## src/rtl/alu_pkg.sv

```systemverilog
// Shared ALU definitions: divider state encoding, datapath width and
// the divide-by-zero quotient constant.
package alu_pkg;

    localparam int unsigned ALU_WIDTH = 64;

    localparam logic [ALU_WIDTH-1:0] DIV_ZERO_Q = '1;

    typedef enum logic [1:0] {
        IDLE,
        RUN,
        DONE
    } div_state_t;

endpackage

```

## src/rtl/div_step.sv

```systemverilog
// One restoring-division iteration: shift the next dividend bit into the
// partial remainder, trial-subtract the divisor and select the result.
module div_step #(
    parameter int unsigned WIDTH = 64
) (
    input  logic [WIDTH-1:0] rem,
    input  logic [WIDTH-1:0] q,
    input  logic [WIDTH-1:0] divisor,
    output logic [WIDTH-1:0] rem_next,
    output logic [WIDTH-1:0] q_next,
    output logic             borrow
);

    logic [WIDTH:0] shifted;
    logic [WIDTH:0] trial;

    // Full WIDTH+1-bit shift so divisors above 2^(WIDTH-1) stay exact
    assign shifted  = {rem, q[WIDTH-1]};
    assign trial    = shifted - {1'b0, divisor};
    assign borrow   = trial[WIDTH];
    assign rem_next = borrow ? shifted[WIDTH-1:0] : trial[WIDTH-1:0];
    assign q_next   = {q[WIDTH-2:0], ~borrow};

endmodule

```

## src/rtl/alu_div_sequencer.sv

```systemverilog
// Multi-cycle restoring divider controller with valid/ready handshakes.
// Optional signed support is enabled by defining ALU_DIV_SIGNED_EN.
module alu_div_sequencer
    import alu_pkg::*;
#(
    parameter int unsigned WIDTH = ALU_WIDTH
) (
    input  logic             clk,
    input  logic             rst_n,
    input  logic             flush,
    input  logic             in_valid,
    output logic             in_ready,
    input  logic [WIDTH-1:0] dividend,
    input  logic [WIDTH-1:0] divisor,
    input  logic             is_signed,
    output logic             out_valid,
    input  logic             out_ready,
    output logic [WIDTH-1:0] quotient,
    output logic [WIDTH-1:0] remainder,
    output logic             div_by_zero,
    output logic             busy
);

    localparam int unsigned CNT_W = $clog2(WIDTH);

    div_state_t       state_q, state_d;
    logic [CNT_W-1:0] count_q, count_d;
    logic [WIDTH-1:0] q_q, q_d;
    logic [WIDTH-1:0] rem_q, rem_d;
    logic [WIDTH-1:0] dvs_q, dvs_d;
    logic             dbz_q, dbz_d;
    logic [WIDTH-1:0] step_rem, step_q;
    logic             unused_borrow;

`ifdef ALU_DIV_SIGNED_EN
    logic neg_q_q, neg_q_d;
    logic neg_r_q, neg_r_d;
    logic sgn_a, sgn_b;
`else
    logic unused_is_signed;
    assign unused_is_signed = is_signed;
`endif

    div_step #(
        .WIDTH (WIDTH)
    ) u_div_step (
        .rem      (rem_q),
        .q        (q_q),
        .divisor  (dvs_q),
        .rem_next (step_rem),
        .q_next   (step_q),
        .borrow   (unused_borrow)
    );

    always_comb begin
        state_d = state_q;
        count_d = count_q;
        q_d     = q_q;
        rem_d   = rem_q;
        dvs_d   = dvs_q;
        dbz_d   = dbz_q;
`ifdef ALU_DIV_SIGNED_EN
        neg_q_d = neg_q_q;
        neg_r_d = neg_r_q;
        sgn_a   = is_signed & dividend[WIDTH-1];
        sgn_b   = is_signed & divisor[WIDTH-1];
`endif
        if (flush) begin
            state_d = IDLE;
        end else begin
            case (state_q)
                IDLE: begin
                    if (in_valid) begin
                        if (divisor == '0) begin
                            state_d = DONE;
                            q_d     = WIDTH'(DIV_ZERO_Q);
                            rem_d   = dividend;
                            dbz_d   = 1'b1;
                        end else begin
                            state_d = RUN;
                            count_d = CNT_W'(WIDTH - 1);
                            rem_d   = '0;
                            dbz_d   = 1'b0;
`ifdef ALU_DIV_SIGNED_EN
                            // Iterate on magnitudes; signs are restored on the last step
                            q_d     = sgn_a ? -dividend : dividend;
                            dvs_d   = sgn_b ? -divisor : divisor;
                            neg_q_d = sgn_a ^ sgn_b;
                            neg_r_d = sgn_a;
`else
                            q_d     = dividend;
                            dvs_d   = divisor;
`endif
                        end
                    end
                end
                RUN: begin
                    q_d   = step_q;
                    rem_d = step_rem;
                    if (count_q == '0) begin
                        state_d = DONE;
`ifdef ALU_DIV_SIGNED_EN
                        if (neg_q_q) q_d = -step_q;
                        if (neg_r_q) rem_d = -step_rem;
`endif
                    end else begin
                        count_d = count_q - 1'b1;
                    end
                end
                DONE: begin
                    if (out_ready) state_d = IDLE;
                end
                default: state_d = IDLE;
            endcase
        end
    end

    always_ff @(posedge clk or negedge rst_n) begin
        if (!rst_n) begin
            state_q <= IDLE;
            count_q <= '0;
            q_q     <= '0;
            rem_q   <= '0;
            dvs_q   <= '0;
            dbz_q   <= 1'b0;
        end else begin
            state_q <= state_d;
            count_q <= count_d;
            q_q     <= q_d;
            rem_q   <= rem_d;
            dvs_q   <= dvs_d;
            dbz_q   <= dbz_d;
        end
    end

`ifdef ALU_DIV_SIGNED_EN
    always_ff @(posedge clk or negedge rst_n) begin
        if (!rst_n) begin
            neg_q_q <= 1'b0;
            neg_r_q <= 1'b0;
        end else begin
            neg_q_q <= neg_q_d;
            neg_r_q <= neg_r_d;
        end
    end
`endif

    assign in_ready    = (state_q == IDLE);
    assign busy        = (state_q != IDLE);
    assign out_valid   = (state_q == DONE);
    assign quotient    = q_q;
    assign remainder   = rem_q;
    assign div_by_zero = dbz_q;

endmodule

```

## config.mk

```make
export PLATFORM = sky130hd
export DESIGN_NAME = alu_div_sequencer
export DESIGN_NICKNAME = d
export VERILOG_FILES = /design/src/rtl/alu_pkg.sv /design/src/rtl/div_step.sv /design/src/rtl/alu_div_sequencer.sv
export SDC_FILE = /design/constraint.sdc
export NUM_CORES = 1
export LEC_CHECK = 0
export ABC_AREA = 1
export ABC_CLOCK_PERIOD_IN_PS = 3700
export CORE_ASPECT_RATIO = 1.1
export CORE_MARGIN = 5
export CORE_UTILIZATION = 45
export DETAILED_ROUTE_END_ITERATION = 8
export GPL_ROUTABILITY_DRIVEN = 0
export GPL_TIMING_DRIVEN = 0
export PLACE_DENSITY_LB_ADDON = 0.12
export SKIP_LAST_GASP = 1
export SYNTH_ARGS = -nofsm -noshare
export SYNTH_HDL_FRONTEND = slang
export SYNTH_HIERARCHICAL = 1
export SYNTH_SLANG_ARGS = --single-unit
```

## constraint.sdc

```tcl
create_clock -name clk -period 3.7 [get_ports clk]
set_input_delay 0.37 -clock clk [delete_from_list [all_inputs] [get_ports clk]]
set_output_delay 0.37 -clock clk [all_outputs]
set_load 0.05 [all_outputs]
```

==> flow_summary.json <==
{
  "slowest_delay_ns": 0.50,
  "nets": 3352,
  "fp.dieW_um": 196,
  "grt_util_met1_pct": 41.8,
  "postRouteAntennaNets": 0,
  "hold_violations": 0,
  "design_area_um2": 21400,
  "postSynthCellCount": 2858,
  "htree_levels": 1,
  "slowest_stage": "fa_1",
  "multi_input_area_um2": 9370,
  "diodes": 0,
  "num_vias": 19173,
  "routed_wl_um": 65900,
  "grt_max_degree": 103,
  "place_hpwl_um": 54100,
  "firstDrtPassIters": 6,
  "io_pins": 266,
  "fmax_mhz": 291,
  "path_delay_family": "simple AND/OR/NAND/NOR gates",
  "cts_tree": "yes",
  "drtIter0Drc": 1681,
  "final.setup_skew_ns": 0.0296,
  "synth.cell_area_um2": 17200,
  "ys_ff_latch": 201,
  "grt_util_all_layers_pct": 30.3,
  "finalWorstSetupSlack_ns": 0.262,
  "clockBufferDepth": 3,
  "cts_inserted_buffers": 25,
  "total_power_w": 0.0225,
  "start_util_pct": 45.3,
  "core_um2": 38000,
  "crit_type": "reg -> reg",
  "final_common_cell": "nand2_1",
  "path_max_fanout": 10,
  "critPathCaptureType": "flip-flop",
  "hp-class": "in -> reg",
  "path_buf_inv": 4,
  "rsz0062_at_grt": "false",
  "die_y_um": 215,
  "drc": 0,
  "p_leak_nw": 11.5,
  "place_ws_ns": 0.341,
  "maxCapViolCount": 0,
  "fill_cells": 3868,
  "worstPathArrival_ns": 3.92,
  "crit_top_cell": "nand2_1",
  "cellPowerDensity_nw_per_um2": 1050,
  "cts-root-buf": "clkbuf_16",
  "slew_violations": 0,
  "yosys_warnings": 6,
  "drive_above_1_share_pct": 5.93,
  "regArea_um2": 5030,
  "numClockSinks": 201,
  "grt_pass1_vias": 18595,
  "syn-num-nets": 3059,
  "globalRoute.busiestLayer": "met2",
  "worst_pin_slew_ns": 0.955,
  "ir_drop_mv": 0.497,
  "finalCritPeriodShare_pct": 92.9,
  "layout_common_cells": "nand2_1 (977), inv_1 (464), nor2_1 (338)",
  "clk-insertion-delay-late_ns": 0.56,
  "cp-start-kind": "flip-flop",
  "io_buffers": 264,
  "rows": 75,
  "placed_cell_area_um2": 20500,
  "ys_seq_area_share_pct": 29.2,
  "met2_usage_pct": 47.4,
  "grt.overflow.total": 0,
  "wl_per_cell_um": 18.0,
  "syn_area_per_cell_um2": 6.02,
  "required_ns": 4.18,
  "synth_cell_type_count": 36,
  "finalCriticalPeriod_ns": 3.44,
  "setup_viol": 0,
  "via_per_inst": 5.22,
  "path_cells": "inv_1 > ha_1 > fa_1 > inv_1 > nand2_1 > nand2_1 > nand3_1 > nand2_2 > nand2_1 > nand2_2 > nand2_1 > nand2_2 > nand2_2 > nand2_2 > nand2_1 > nand2_1 > buf_6 > buf_6 > nand2_1 > nand2_1 > a21oi_1 > a21oi_1",
  "clkTransAtPathRegs_ns": 0.06,
  "postCtsSetupRepairBufs": 0,
  "die_area_um2": 42300,
  "grt_pass1_wl_um": 102000,
  "met3_usage_pct": 6.23,
  "status": "finished, final reports clean",
  "antenna_found_initial": 2,
  "syn_to_final_growth_pct": 24.2,
  "slew_headroom_pct": 36.1
}
## per-layer routing
layer / part of all wire, % / wire (um)
met5: 0.035 / 23
met1: 43 / 28000
met2: 44 / 29200
met4: 3.9 / 2590
met3: 9.2 / 6090
## cell usage after synthesis (all sizes together)
master | n | area share [%]
nand4 | 18 | 0.65
and3 | 2 | 0.073
nor4 | 4 | 0.18
inv | 471 | 10
clkinv | 1 | 0.022
ha | 66 | 4.8
buf | 119 | 5.0
xnor2 | 2 | 0.10
nand3 | 215 | 6.3
o21bai | 8 | 0.35
nand2 | 985 | 22
clkbuf | 47 | 1.0
o211ai | 2 | 0.087
fa | 1 | 0.12
a21oi | 246 | 7.2
or2 | 2 | 0.073
nor2 | 350 | 7.9
a211oi | 64 | 2.8
o21a | 1 | 0.044
o31ai | 1 | 0.044
nor3 | 13 | 0.44
nand3b | 1 | 0.044
xor2 | 30 | 1.5
o21ai | 8 | 0.23
dfrtp | 201 | 29
## final timing paths
kind	start	endpoint	slack (ns)	cells after the start
setup / recovery	quotient[63]	remainder[25]	0.26	22
hold reg to reg	dvs_q[33]	dvs_q[33]	0.47	2
hold / removal	divisor[4]	dvs_q[4]	0.41	3
min in group asynchronous	rst_n	quotient[9]	0.47	2
setup reg to reg	quotient[63]	remainder[25]	0.26	22
max in group asynchronous	rst_n	dvs_q[45]	2.18	3
## flip-flops by register name (all words and copies together), names as in the netlist
register	cells
count_q	6
quotient	64
remainder	64
div_by_zero	1
dvs_q	64
state_q	2
## through the flow
step | hold slack (ns) | TNS, ns | util (%) | std cells
2_1_floorplan | 0.0744 | 0 | - | 2858
3_3_place_gp | 0.454 | -1329.97 | 53.9 | 3622
3_5_place_dp | 0.459 | 0 | 54.0 | 3623
4_1_cts | 0.396 | 0 | 56.3 | 3670
5_1_grt | 0.414 | 0 | 56.3 | 3670
6_report | 0.405 | 0 | 56.3 | 3670
## power breakdown
group / internal, W / leakage [nW] / switching, W
clock network: 0.00153 / 0.425 / 0.00103
registers: 0.00305 / 2.37 / 0.000931
logic: 0.00524 / 8.74 / 0.0107
## what timing repair did
item                      in CTS  in global routing
hold endpoints to repair     101                  0
hold buffers                   1                  0
gates resized for setup        0                  0
## final cells by class
| cell class | instances | area share, % |
|---|---|---|
| multi-input cells | 2019 | 43.8 |
| flip-flops and latches | 201 | 23.5 |
| repair buffers | 266 | 12.6 |
| inverters | 472 | 8.28 |
| plain buffers | 166 | 4.87 |
| clock buffers | 35 | 3.43 |
| well taps | 500 | 2.93 |
| clock inverters | 11 | 0.585 |
## worst reg2reg max path, cell delays in order (launching register included)
cell,delay (ns)
dfrtp_1,0.44
inv_1,0.07
ha_1,0.25
fa_1,0.50
inv_1,0.12
nand2_1,0.05
nand2_1,0.07
nand3_1,0.09
nand2_2,0.14
nand2_1,0.08
nand2_2,0.13
nand2_1,0.09
nand2_2,0.11
nand2_2,0.09
nand2_2,0.08
nand2_1,0.05
nand2_1,0.15
buf_6,0.23
buf_6,0.18
nand2_1,0.13
nand2_1,0.10
a21oi_1,0.07
a21oi_1,0.17
## cells by family (layout without fill, tap and decap cells)
group,count (synthesis),after routing,synth area share (%)
buf+inv,638,950,16.3
compound gates,330,330,10.7
xor+xnor,32,32,1.63
fa+ha+maj,67,67,4.91
flops,201,201,29.2
simple gates,1590,1590,37.2
(Power assumes the default switching activity.)
